[config.mk]
export PLATFORM = sky130hd
export DESIGN_NAME = curve_lut_arbiter
export DESIGN_NICKNAME = d
export VERILOG_FILES = /design/src/rtl/curve_lut_pkg.sv /design/src/rtl/curve_lut_rr_arbiter.sv /design/src/rtl/curve_lut_arbiter.sv
export SDC_FILE = /design/constraint.sdc
export NUM_CORES = 1
export LEC_CHECK = 0
export CORE_MARGIN = 4
export CORE_UTILIZATION = 20
export CTS_BUF_LIST = sky130_fd_sc_hd__clkbuf_16
export DETAILED_ROUTE_END_ITERATION = 10
export PLACE_DENSITY = 0.81
export SETUP_SLACK_MARGIN = 0.02
export SYNTH_ARGS = -nofsm -noshare
export SYNTH_HDL_FRONTEND = slang
export SYNTH_SLANG_ARGS = --single-unit
[constraint.sdc]
create_clock -name clk -period 2.5 [get_ports clk]
set_clock_uncertainty 0.1 [all_clocks]
set_input_delay 0.5 -clock clk [delete_from_list [all_inputs] [get_ports clk]]
set_output_delay 0.5 -clock clk [all_outputs]
set_load 0.02 [all_outputs]
[src/rtl/curve_lut_pkg.sv]
// curve_lut_pkg: shared helpers and types for the shared tone-curve lookup
package curve_lut_pkg;
  function automatic int clog2_min1(input int n);
    return (n <= 2) ? 1 : $clog2(n);
  endfunction
  localparam int NREQ_MAX = 8;
  typedef logic [clog2_min1(NREQ_MAX)-1:0] req_id_t;
  function automatic longint clamp_idx(input longint value, input longint depth);
    return (value < 0) ? 0 : (value > depth - 1) ? depth - 1 : value;
  endfunction
endpackage

[src/rtl/curve_lut_rr_arbiter.sv]
// curve_lut_rr_arbiter: round-robin grant over N requesters; pointer moves past each winner
module curve_lut_rr_arbiter
  import curve_lut_pkg::*;
#(
  parameter int N = 4,
  localparam int IW = clog2_min1(N)
) (
  input  logic          clk,
  input  logic          rst,
  input  logic [N-1:0]  i_req,
  input  logic          i_en,
  output logic [N-1:0]  o_gnt,
  output logic [IW-1:0] o_gnt_idx
);
  logic [IW-1:0] r_ptr;
  logic [IW-1:0] w_lane;
  logic          w_found;
  always_comb begin
    w_found = 1'b0;
    o_gnt_idx = '0;
    w_lane = '0;
    for (int k = 0; k < N; k++) begin
      w_lane = IW'((int'(r_ptr) + k) % N);
      if (!w_found && i_req[w_lane]) begin
        w_found = 1'b1;
        o_gnt_idx = w_lane;
      end
    end
  end
  assign o_gnt = (i_en && w_found) ? N'(1) << o_gnt_idx : '0;
  always_ff @(posedge clk) begin
    if (rst) r_ptr <= '0;
    else if (|o_gnt) r_ptr <= (int'(o_gnt_idx) == N - 1) ? '0 : o_gnt_idx + 1'b1;
  end
endmodule

[src/rtl/curve_lut_arbiter.sv]
// curve_lut_arbiter: one tone-curve table shared round-robin by NREQ lanes, clamped index, tagged response.
// Define CURVE_LUT_WRITE_EN to add a cfg write port; otherwise the table is a ROM holding INIT.
module curve_lut_arbiter
  import curve_lut_pkg::*;
#(
  parameter int NREQ = 4,
  parameter int WIDTH = 16,
  parameter int DEPTH = 255,
  parameter logic [DEPTH*WIDTH-1:0] INIT = '0,
  localparam int IW = clog2_min1(NREQ),
  localparam int AW = clog2_min1(DEPTH)
) (
  input  logic                  clk,
  input  logic                  rst,
  input  logic [NREQ-1:0]       req_valid,
  input  logic [NREQ*WIDTH-1:0] req_data,
  output logic [NREQ-1:0]       req_ready,
  output logic                  rsp_valid,
  output logic [WIDTH-1:0]      rsp_data,
  output logic [IW-1:0]         rsp_id,
  input  logic                  rsp_ready
`ifdef CURVE_LUT_WRITE_EN
  ,
  input  logic                  cfg_we,
  input  logic [AW-1:0]         cfg_addr,
  input  logic [WIDTH-1:0]      cfg_wdata
`endif
);
  logic             w_can_issue;
  logic             w_block;
  logic             w_grant;
  logic [NREQ-1:0]  w_gnt;
  logic [IW-1:0]    w_gnt_idx;
  logic [WIDTH-1:0] w_sel_data;
  logic [WIDTH-1:0] w_rd_data;
  logic [AW-1:0]    w_idx;
  logic             r_rsp_valid;
  logic [WIDTH-1:0] r_rsp_data;
  logic [IW-1:0]    r_rsp_id;
`ifdef CURVE_LUT_WRITE_EN
  logic [DEPTH*WIDTH-1:0] r_mem = INIT;
  assign w_block = cfg_we;
  always_ff @(posedge clk) begin
    if (cfg_we && int'(cfg_addr) < DEPTH) r_mem[int'(cfg_addr)*WIDTH +: WIDTH] <= cfg_wdata;
  end
  assign w_rd_data = r_mem[int'(w_idx)*WIDTH +: WIDTH];
`else
  assign w_block = 1'b0;
  assign w_rd_data = INIT[int'(w_idx)*WIDTH +: WIDTH];
`endif
  assign w_can_issue = !r_rsp_valid || rsp_ready;
  curve_lut_rr_arbiter #(.N(NREQ)) u_arb (
    .clk       (clk),
    .rst       (rst),
    .i_req     (req_valid),
    .i_en      (w_can_issue && !w_block && !rst),
    .o_gnt     (w_gnt),
    .o_gnt_idx (w_gnt_idx)
  );
  assign req_ready = w_gnt;
  assign w_grant = |w_gnt;
  assign w_sel_data = req_data[int'(w_gnt_idx)*WIDTH +: WIDTH];
  // sign-extend at full width before clamping so large negatives never wrap into range
  assign w_idx = AW'(clamp_idx(longint'($signed(w_sel_data)), longint'(DEPTH)));
  always_ff @(posedge clk) begin
    if (rst) begin
      r_rsp_valid <= 1'b0;
      r_rsp_data <= '0;
      r_rsp_id <= '0;
    end else begin
      if (w_can_issue) r_rsp_valid <= w_grant;
      if (w_grant) begin
        r_rsp_data <= w_rd_data;
        r_rsp_id <= w_gnt_idx;
      end
    end
  end
  assign rsp_valid = r_rsp_valid;
  assign rsp_data = r_rsp_data;
  assign rsp_id = r_rsp_id;
endmodule
# Yosys cells after proc, flatten, opt, wreduce, memory -nomap -nowiden
# Index checks and enable logic that the tools add are counted.
# Widths: inputs -> output; s select.
dict set report word_totals {
  ff_bits 21
  output_inout_bits 23
}
dict set report op_classes {
  n_shift 3
  reduce_logical 12
  addsub 4
  n_mux 20
  n_eq_ne 1
  order_cmp 6
}
# cell n
set op_table {}
lappend op_table {{$shiftx 4080x13->16 const A} 1}
lappend op_table {{$shiftx 64x7->16} 1}
lappend op_table {{$gt 16x9->1 const B} 1}
lappend op_table {{$lt 16x1->1 const B} 1}
lappend op_table {{$mux 8} 2}
lappend op_table {{$lt 2x3->1 const B} 4}
lappend op_table {{$mux 2} 5}
lappend op_table {{$bmux 1 s2} 4}
lappend op_table {{$mux 1} 8}
lappend op_table {{$logic_and 1x1->1} 5}
lappend op_table {{$logic_not 1->1} 5}
lappend op_table {{$add 2x1->2 const B} 2}
lappend op_table {{$add 2x2->2 const B} 2}
lappend op_table {{$mux 4} 1}
lappend op_table {{$reduce_or 4->1} 1}
lappend op_table {{$shl 1x2->4 const A} 1}
lappend op_table {{$eq 2x1->1 const B} 1}
lappend op_table {{$logic_or 1x1->1} 1}

# Longest topological paths before layout
# Gate-level depths: netlist (run 1).
dict set report depth {
  ltp_word 17
  ltp_mapped 11
}

# By module
# From an unflattened synthesis (run 1), not the netlist that was laid out.
dict set report unflattened {
  hier_cells 60
  area_unflattened_um2 531.8
}
# mod area_per_inst_um2 cells_per_inst n_inst
set by_module_without_submodules {}
lappend by_module_without_submodules {curve_lut_arbiter 267.8 30 1}
lappend by_module_without_submodules {curve_lut_rr_arbiter 264.0 30 1}

# Worst setup path after synthesis (run 1)
# OpenSTA, ideal clock, no wires.
dict set report synth_path {
  path_kind {in2reg}
  from {input port req_valid[0]}
  to {register u_arb.r_ptr[0]}
  slack_ns 0.322
  arrival_ns 1.963
  path_buffers 1
  cell_stages 10
  setup_time_ns 0.115
  path_cell_list {a21oi_1 -> o21a_1 -> o22ai_1 -> inv_1 -> ha_1 -> nor4_1 -> or3_1 -> buf_6 -> a21oi_2 -> o21a_1}
}
dict set report synth_between {
  elab_chain_cells 15
}
# item line_no
set synth_rtl {}
lappend synth_rtl {{start: declaration} curve_lut_arbiter.sv:15} ;# input logic [NREQ-1:0] req_valid,
lappend synth_rtl {{$bmux 1 s2} curve_lut_rr_arbiter.sv:24} ;# if (!w_found && i_req[w_lane]) begin
lappend synth_rtl {{$mux 1 (not written as such)} curve_lut_rr_arbiter.sv:24}
lappend synth_rtl {{$mux 1} curve_lut_rr_arbiter.sv:24}
lappend synth_rtl {{$logic_not 1->1} curve_lut_rr_arbiter.sv:24}
lappend synth_rtl {{$logic_and 1x1->1} curve_lut_rr_arbiter.sv:24}
lappend synth_rtl {{$mux 1} curve_lut_rr_arbiter.sv:24}
lappend synth_rtl {{$logic_not 1->1} curve_lut_rr_arbiter.sv:24}
lappend synth_rtl {{$logic_and 1x1->1} curve_lut_rr_arbiter.sv:24}
lappend synth_rtl {{$mux 1} curve_lut_rr_arbiter.sv:24}
lappend synth_rtl {{$logic_not 1->1} curve_lut_rr_arbiter.sv:24}
lappend synth_rtl {{$logic_and 1x1->1} curve_lut_rr_arbiter.sv:24}
lappend synth_rtl {{$mux 2 (*)} curve_lut_rr_arbiter.sv:24}
lappend synth_rtl {{net u_arb.o_gnt_idx[1]} curve_lut_rr_arbiter.sv:13} ;# output logic [IW-1:0] o_gnt_idx
lappend synth_rtl {{$shl 1x2->4} curve_lut_rr_arbiter.sv:30} ;# assign o_gnt = (i_en && w_found) ? N'(1) << o_gnt_idx : '0;
lappend synth_rtl {{$mux 4} curve_lut_rr_arbiter.sv:30}
lappend synth_rtl {{$reduce_or 4->1} curve_lut_rr_arbiter.sv:33} ;# else if (|o_gnt) r_ptr <= (int'(o_gnt_idx) == N - 1) ? '0 : o_gnt_idx + 1'b1;
lappend synth_rtl {{end signal: assignment} curve_lut_rr_arbiter.sv:33}
lappend synth_rtl {{end: declaration} curve_lut_rr_arbiter.sv:15} ;# logic [IW-1:0] r_ptr;
# The timed path passes the listed nets; every way through them passes the cells marked *. The select of a mux whose other input is x is not followed.
# A chain may end at the register's enable or synchronous reset.

# Final worst setup path (run 1)
dict set report layout_path {
  from {input port req_valid[2]}
  to {output port req_ready[3]}
}
dict set report layout_between {
  elab_chain_cells 14
}
# item line_no
set layout_rtl {}
lappend layout_rtl {{$bmux 1 s2} curve_lut_rr_arbiter.sv:24}
lappend layout_rtl {{$mux 1 (not written as such)} curve_lut_rr_arbiter.sv:24}
lappend layout_rtl {{$mux 1} curve_lut_rr_arbiter.sv:24}
lappend layout_rtl {{$logic_not 1->1} curve_lut_rr_arbiter.sv:24}
lappend layout_rtl {{$logic_and 1x1->1} curve_lut_rr_arbiter.sv:24}
lappend layout_rtl {{$mux 1} curve_lut_rr_arbiter.sv:24}
lappend layout_rtl {{$logic_not 1->1} curve_lut_rr_arbiter.sv:24}
lappend layout_rtl {{$logic_and 1x1->1} curve_lut_rr_arbiter.sv:24}
lappend layout_rtl {{$mux 1} curve_lut_rr_arbiter.sv:24}
lappend layout_rtl {{$logic_not 1->1} curve_lut_rr_arbiter.sv:24}
lappend layout_rtl {{$logic_and 1x1->1} curve_lut_rr_arbiter.sv:24}
lappend layout_rtl {{$mux 2 (*)} curve_lut_rr_arbiter.sv:24}
lappend layout_rtl {{net u_arb.o_gnt_idx[1]} curve_lut_rr_arbiter.sv:13}
lappend layout_rtl {{$shl 1x2->4 (*)} curve_lut_rr_arbiter.sv:30}
lappend layout_rtl {{$mux 4 (*)} curve_lut_rr_arbiter.sv:30}
lappend layout_rtl {{end: declaration} curve_lut_arbiter.sv:17} ;# output logic [NREQ-1:0] req_ready,
# Marked as above.

==> flow_metrics.tcl, run 1 <==
set metrics [dict create \
    synth-simple-area-share_pct 19.7 \
    drtIter0Drc 15 \
    intPower_uw 475 \
    synth_compound_area_share_pct 18.4 \
    placed_area_sq_um 663 \
    reg2reg_depth 9 \
    grt_usage_pct 7.71 \
    numCtsBuffers 3 \
    synthMuxAreaShare_pct 1.99 \
    start_util_pct 21.9 \
    area_growth_pct 46.8 \
    cts_root_buf "clkbuf_16" \
    dp_hpwl_um 958 \
    period_share_pct 95.9 \
    cp.arrival_ns 1.80 \
    slew_violations 0 \
    drtAntennaViolNets 0 \
    port_buffers 13 \
    finalSetupViolations 0 \
    wl_met2_um 597 \
    clockPowerShare_pct 34.8 \
    combPwrFrac_pct 47.3 \
    synth_seq_cells 5 \
    clock.fmax_ghz 0.417 \
    startpoint_type "primary input" \
    rr_endpoint "u_arb.r_ptr[0]" \
    dp_slack_ns -0.647 \
    yosys-top-cells-count "buf_4 (16), dfxtp_1 (5)" \
    routedWlPerCell_um 10.9 \
    critical_path_class "primary input to output pin" \
    grt_pass1_wl_um 1890 \
    rsz0062_at_grt "no" \
    diodes 0 \
    drv_cap 0 \
    hold_ws_ns 0.353 \
    clock_latency_ns 0.23 \
    fp-row-count 17 \
    postCtsSetupBuffers 0 \
    synth_top_family_by_area "buffers and inverters" \
    dr.max_layer_used "met4" \
    yosysTopAreaCell "buf_4" \
    viasPerCell 4.04 \
    critPathCaptureType "output pin" \
    leakage_uw 0.000364 \
    synth_edf_count 0 \
    synth_area_per_cell_sq_um 8.11 \
    drive_gt1_share_pct 29.1 \
    fin_ws_ns 0.101 \
    switching_share_pct 36.0 \
    synth.most_common_cell "buf_4" \
    path_clk_slew_ns 0.03 \
    yosysTopAreaCellShare_pct 23.9 \
    synth_area_sq_um 503 \
    power_density_nw_per_um2 1010 \
    dr.pass1.iters 4 \
    cts.sinks 5 \
    ir_worst_vdd_mv 0.458 \
    ctsHoldBuffers 0 \
    final_util_pct 32.1 \
    htree_levels 1 \
    wl_met1_um 487 \
    hold_class "flip-flop to flip-flop" \
    cts_tree "built" \
    synth-xor-area-share_pct 0 \
    outcome "complete, no violations" \
    synthAdderAreaFrac_pct 9.95 \
    gp_congestion 0.824 \
    worstPathRequired_ns 1.90 \
    synthCells 62 \
    worstHoldPathCells 2 \
    ios 94 \
    nets 162 \
    synth-main-ff-cell "dfxtp_1" \
    ys_warn_count 0 \
    ys_types 26 \
    wl_um 1250 \
    via_count 461 \
    clockBufferDepth 2 \
    antenna_found_initial 0 \
    grt_pass1_vias 449 \
    ys_top_cells_by_area "buf_4 (24%), dfxtp_1 (20%), ha_1 (10%)" \
    worstReg2RegStart "u_arb.r_ptr[1]" \
    power.share.sequential_pct 17.9 \
    ys_seq_area_share_pct 19.9 \
    core-area_sq_um 2300 \
    finalHoldViolCount 0 \
    final.min_clock_period_ns 2.40 \
    design_area_sq_um 738 \
    power.switching_uw 268 \
    min_from "rsp_id[1]" \
    rrSetupSlack_ns 0.34 \
    dieArea_sq_um 3380 \
    die_x_um 58.2 \
    overflow 0 \
    route.detailed.drc 0 \
    wl_met3_um 126 \
    grt_max_degree 7 \
    die_h_um 58.2 \
    cp_max_fo 3 \
    synthArstFlopShare_pct 0 \
    min_to "rsp_id[1]" \
]
[power by group through the flow]
stage / Combinational, uW / Clock (uW) / Sequential [uW]
after floorplan: 236 / 0 / 139
after global placement: 334 / 0 / 129
after detailed placement: 341 / 0 / 131
after CTS: 339 / 262 / 132
after global routing: 387 / 270 / 135
final: 351 / 258 / 133
[how the worst max path moves through the flow]
stage                                 to         start  slack (ns)  cells after the start
after floorplan           u_arb.r_ptr[0]  req_valid[0]        0.32                     10
after global placement      req_ready[3]  req_valid[0]       -0.55                      8
after detailed placement    req_ready[2]  req_valid[0]       -0.65                      8
after CTS                   req_ready[2]  req_valid[0]        0.05                      8
after global routing        req_ready[3]  req_valid[1]       0.004                      8
final                       req_ready[3]  req_valid[2]        0.10                      8
[critical path, stage by stage]
cell	delay [ns]
dlygate4sd2_1	0.25
buf_4	0.14
o21a_1	0.12
o22ai_2	0.19
inv_1	0.09
ha_1	0.21
and2_1	0.14
buf_2	0.15
[logic make-up (layout without fill, tap and decap cells)]
family,Yosys count,in the layout
buffers and inverters,21,30
and+or+nand+nor,17,17
AOI/OAI and AO/OA,13,13
DFF,5,5
adders and majority gates,4,4
other,1,16
muxes,1,1
[per-layer routing]
layer,GRT usage (%),up-vias
met1,7.66,207
met3,3.56,4
met4,6.95,0
met2,11.9,24
met5,0,-
li1,-,226
[placed cells by master (no fill, tap or decap), types with 2 or more instances in the layout]
cell | synthesis | layout
buf_4 | 16 | 10
conb_1 | 1 | 16
buf_2 | 1 | 4
ha_1 | 4 | 3
inv_1 | 3 | 4
a21oi_2 | 1 | 2
dfxtp_1 | 5 | 5
and2_1 | 4 | 4
nor3_1 | 2 | 2
nor4_2 | 1 | 2
dlygate4sd2_1 | 0 | 3
a21oi_1 | 4 | 3
clkdlybuf4s50_1 | 0 | 5
o21a_1 | 2 | 2
clkbuf_16 | 0 | 3
nand2_1 | 4 | 4
[stage by stage]
stage / power, uW / cells / setup TNS [ns]
after floorplan: 374 / 77 / 0
after global placement: 463 / 110 / -3.61
after detailed placement: 471 / 110 / -4.44
after CTS: 733 / 114 / 0
after global routing: 792 / 114 / 0
final: 743 / 114 / 0
[sequential cells by signal, indices dropped and copies added (netlist names)]
register,count
u_arb.r_ptr,2
rsp_id,2
rsp_valid,1
[layout make-up]
class / count / area (sq um)
clock buffers: 3 / 75.1
clock inverters: 1 / 3.75
fillers: 252 / 1560
inverters: 3 / 11.3
multi-input cells: 51 / 337
flip-flops and latches: 5 / 100
well taps: 28 / 35.0
repair buffers: 23 / 176
[timing repair]
action	4_1_cts	5_1_grt
hold endpoints to repair	0	0
gates resized for setup	23	4
pin swaps	2	1
setup endpoints to repair	9	9
cloned	0	0
No activity file was read; power rests on OpenSTA's default activity.
==> run 2, diff against run 1 <==
==> constraint.sdc (replaced) <==
create_clock -name clk -period 2.5 [get_ports clk]
set_clock_uncertainty 0.1 [all_clocks]
set_input_delay 0.5 -clock clk [delete_from_list [all_inputs] [get_ports clk]]
set_output_delay 0.5 -clock clk [all_outputs]
set_load 0.005 [all_outputs]
==> run 2 against run 1 <==
  * Cell count grew 3.5%
  * Sequential cell count is the same
  * Sequential share of layout area fell by 0.64 points
  * Register-to-register slack worse by 0.11 ns
  * Utilization increased by 3.3 points
  * Cell area increased by 10%
  * Worst hold slack better by 0.010 ns
  * Critical path depth increased by 1
  * Global-route usage down 0.18 points
  * Non-clock buffer count increased by 4
  * Combinational power grew 5.7%
  * Die area unchanged
  * Largest power group unchanged
  * Highest routed layer unchanged
==> flow_metrics.tcl, run 2 (same netlist as run 1, synthesis figures left out) <==
set metrics [dict create \
    numCtsBuffers 3 \
    diodes 0 \
    route.detailed.drc 0 \
    hold_class "flip-flop to flip-flop" \
    rsz0062_at_grt "no" \
    ir_worst_vdd_mv 0.369 \
    area_growth_pct 61.7 \
    worst-path-buf-inv 4 \
    outcome "complete, no violations" \
    overflow 0 \
    grt_pass1_vias 448 \
    nets 166 \
    grt_usage_pct 7.53 \
    period_share_pct 97.5 \
    clock.fmax_ghz 0.410 \
    startpoint_type "primary input" \
    port_buffers 13 \
    wl_met3_um 142 \
    wl_met2_um 703 \
    cp.arrival_ns 1.84 \
    dr.pass1.iters 4 \
    cts.sinks 5 \
    layout_commonest_cell "conb_1" \
    final_cell_mix "conb_1 (16), buf_4 (13), clkdlybuf4s50_1 (5)" \
    core-area_sq_um 2300 \
    fp-row-count 17 \
    grt_pass1_wl_um 1880 \
    rrSetupSlack_ns 0.23 \
    finalSetupViolations 0 \
    path_delay_family "buffers and inverters" \
    critical_path_class "primary input to output pin" \
    critPathMaxStageDelay_ns 0.25 \
    drive_gt1_share_pct 38.9 \
    clock_latency_ns 0.23 \
    finalHoldViolCount 0 \
    die_x_um 58.2 \
    leakage_uw 0.000388 \
    drtIter0Drc 6 \
    critPathCaptureType "output pin" \
    via_count 490 \
    die_h_um 58.2 \
    path_cells "buf_2 > a21oi_1 > o21a_1 > o22ai_4 > inv_2 > buf_4 > ha_2 > and2_1 > dlygate4sd2_1" \
    cts_tree "built" \
    dieArea_sq_um 3380 \
    cpMaxStageDelayCell "dlygate4sd2_1" \
    gp_congestion 0.791 \
    grt_max_degree 8 \
    finalNonFillerCells 118 \
    start_util_pct 21.9 \
    dr.max_layer_used "met4" \
    slew_violations 0 \
    viasPerCell 4.15 \
    ctsHoldBuffers 0 \
    cts_root_buf "clkbuf_16" \
    dp_hpwl_um 966 \
    power_density_nw_per_um2 952 \
    cp_max_fo 4 \
    path_clk_slew_ns 0.03 \
    htree_levels 1 \
    drv_cap 0 \
    final.min_clock_period_ns 2.44 \
    drtAntennaViolNets 0 \
    ios 94 \
    dp_cells 109 \
    wl_um 1340 \
    worstPathRequired_ns 1.90 \
    wl_met1_um 464 \
    clockBufferDepth 2 \
    routedWlPerCell_um 11.4 \
    hold_ws_ns 0.363 \
    antenna_found_initial 0 \
]
[run 2: what timing repair did]
action | CTS | global route
resized for setup | 26 | 12
setup buffers | 4 | 1
pin swaps | 3 | 3
setup endpoints to repair | 9 | 7
[run 2: path summary, 6_finish.rpt]
path                       start           end  cells past startpoint
setup / recovery    req_valid[0]  req_ready[3]                      9
hold / removal         rsp_id[1]     rsp_id[1]                      2
setup reg to reg  u_arb.r_ptr[1]     rsp_id[1]                     10
hold reg to reg        rsp_id[1]     rsp_id[1]                      2
[run 2: through the flow]
stage | area (sq um) | utilization [%] | total power (uW) | worst slack (ns) | setup TNS, ns
2_1_floorplan | 559 | - | 328 | 0.322 | 0
3_3_place_gp | 656 | 28.5 | 405 | -0.477 | -3.31
3_5_place_dp | 656 | 28.5 | 418 | -0.518 | -3.92
4_1_cts | 790 | 34.4 | 723 | 0.00460 | 0
5_1_grt | 813 | 35.4 | 827 | 0.0252 | 0
6_report | 813 | 35.4 | 774 | 0.0617 | 0
[run 2: final cells by class]
cell class | count | area, sq um
Inverter | 3 | 11.3
Clock buffer | 3 | 75.1
Timing Repair Buffer | 27 | 214
Tap cell | 28 | 35.0
Fill cell | 253 | 1480
Sequential cell | 5 | 105
Clock inverter | 1 | 3.75
Multi-Input combinational cell | 51 | 369
[run 2: layer usage]
metal / vias up / GRT usage (%)
li1: 237 / -
met1: 215 / 7.40
met2: 31 / 12.6
met3: 7 / 3.12
met4: 0 / 5.63
met5: - / 0
[run 2: power by group]
group,internal (uW),switching (uW),total [uW]
Clock,207,53.7,261
Sequential,116,26.3,142
Combinational,198,173,371
[run 2: tightest hold or removal path, cell delays in order, from the launching register on]
cell and delay (ns):
dfxtp_1 0.30, nand2_1 0.06, a21oi_1 0.06
==> run 3, diff against run 2 <==
--- a/config.mk
+++ b/config.mk
@@ -9,7 +9,7 @@
 export CORE_UTILIZATION = 20
 export CTS_BUF_LIST = sky130_fd_sc_hd__clkbuf_16
 export DETAILED_ROUTE_END_ITERATION = 10
-export PLACE_DENSITY = 0.81
+export PLACE_DENSITY_LB_ADDON = 0.1
 export SETUP_SLACK_MARGIN = 0.02
 export SYNTH_ARGS = -nofsm -noshare
 export SYNTH_HDL_FRONTEND = slang
==> run 3 against run 2 <==
  * Worst hold slack got worse by 0.010 ns
  * Via count shrank 3.9%
  * Setup slack lost 0.0082 ns
  * Clock power about the same
  * Sequential cell count stayed put
  * First-iteration DRC count shrank 83%
  * Fmax shrank 0.33%
  * Utilization fell by 0.27 points
  * Cell area decreased by 0.77%
  * Combinational power shrank 11%
  * Clock-buffer cell count unchanged
  * Critical path type unchanged
  * Largest power group unchanged
  * Highest routed layer unchanged
==> flow_metrics.tcl, run 3 (same netlist as run 1, synthesis figures left out) <==
set metrics [dict create \
    wl_um 1170 \
    ctsHoldBuffers 0 \
    clock.fmax_ghz 0.409 \
    nets 165 \
    final_cell_mix "conb_1 (16), buf_4 (12), clkdlybuf4s50_1 (5)" \
    core-area_sq_um 2300 \
    finalHoldViolCount 0 \
    area_growth_pct 60.4 \
    finalNonFillerCells 117 \
    numCtsBuffers 3 \
    critPathCaptureType "output pin" \
    die_h_um 58.2 \
    gp_congestion 0.763 \
    cp.arrival_ns 1.85 \
    antenna_found_initial 0 \
    dp_hpwl_um 916 \
    cp_max_fo 3 \
    cts.sinks 5 \
    via_count 471 \
    cts_root_buf "clkbuf_16" \
    outcome "complete, no violations" \
    overflow 0 \
    slew_violations 0 \
    drive_gt1_share_pct 34.8 \
    drtAntennaViolNets 0 \
    cts_tree "built" \
    fp-row-count 17 \
    viasPerCell 4.03 \
    worstPathRequired_ns 1.90 \
    leakage_uw 0.000409 \
    grt_pass1_vias 430 \
    clock_latency_ns 0.23 \
    dp_cells 109 \
    dieArea_sq_um 3380 \
    start_util_pct 21.9 \
    ios 94 \
    startpoint_type "primary input" \
    hold_class "flip-flop to flip-flop" \
    grt_pass1_wl_um 1820 \
    hold_ws_ns 0.353 \
    htree_levels 1 \
    routedWlPerCell_um 9.99 \
    ir_worst_vdd_mv 0.475 \
    layout_commonest_cell "conb_1" \
    clockBufferDepth 2 \
    final.min_clock_period_ns 2.45 \
    power_density_nw_per_um2 903 \
    finalSetupViolations 0 \
    drv_cap 0 \
    diodes 0 \
    period_share_pct 97.9 \
    port_buffers 13 \
    critical_path_class "primary input to output pin" \
    path_clk_slew_ns 0.03 \
    grt_usage_pct 6.89 \
    route.detailed.drc 0 \
    dr.pass1.iters 3 \
    grt_max_degree 8 \
    drtIter0Drc 1 \
    die_x_um 58.2 \
]
## run 3: changes by cell type in the layout (fill, tap and decap cells not counted), moves of 2 or more
cell | previous run | this run
inv_2 | 3 | 0
buf_2 | 4 | 1
inv_1 | 1 | 4
clkbuf_2 | 0 | 2
ha_2 | 2 | 4
ha_1 | 2 | 0
dlymetal6s2s_1 | 0 | 2
## run 3: cell type report
cell class,instances,area [sq um]
Clock inverter,1,3.75
Timing Repair Buffer,26,218
Sequential cell,5,101
Fill cell,250,1490
Tap cell,28,35.0
Clock buffer,3,75.1
Inverter,3,11.3
Multi-Input combinational cell,51,363
## run 3: path summary, 6_finish.rpt
kind,start,slack (ns),end,cells after the start
setup / recovery,req_valid[3],0.05,req_ready[2],8
setup reg to reg,u_arb.r_ptr[1],0.25,u_arb.r_ptr[0],10
hold reg to reg,rsp_id[1],0.35,rsp_id[1],2
hold / removal,rsp_id[1],0.35,rsp_id[1],2
## run 3: worst max-delay path: stages
cell	delay, ns
dlygate4sd2_1	0.26
buf_4	0.16
o22ai_2	0.18
buf_4	0.14
inv_1	0.05
ha_2	0.17
and2_1	0.13
dlygate4sd2_1	0.26
## run 3: layer usage
layer  global-route usage, %  vias up  part of all wire [%]
li1                        -      232                     -
met1                    8.45      212                    45
met2                    10.3       25                    42
met3                    2.45        2                    11
met4                    3.97        0                   1.6
met5                       0        -                     0
## run 3: repair_timing
action	in CTS	in global routing
setup buffers	1	4
resized for setup	17	11
endpoints found under the hold margin	0	0
pin swaps	2	2
endpoints found under the setup margin	9	6
gates cloned	0	0
## run 3: through the flow
step / util, % / instance area, sq um / power, uW / TNS (ns) / setup WS (ns)
after global routing: 35.1 / 807 / 785 / -0.00579 / -0.00579
after CTS: 33.8 / 777 / 707 / -0.254 / -0.128
after global placement: 28.5 / 656 / 423 / -4.09 / -0.528
after detailed placement: 28.5 / 656 / 420 / -4.06 / -0.537
after floorplan: - / 559 / 328 / 0 / 0.322
final: 35.1 / 807 / 729 / 0 / 0.0535
## run 3: report_power, final
part	internal [uW]	total [uW]	switching (uW)	leakage, uW
clock network	207	260	52.9	0.0000423
registers	111	139	27.1	0.0000418
logic	180	330	150	0.000325
total	498	729	230	0.000409
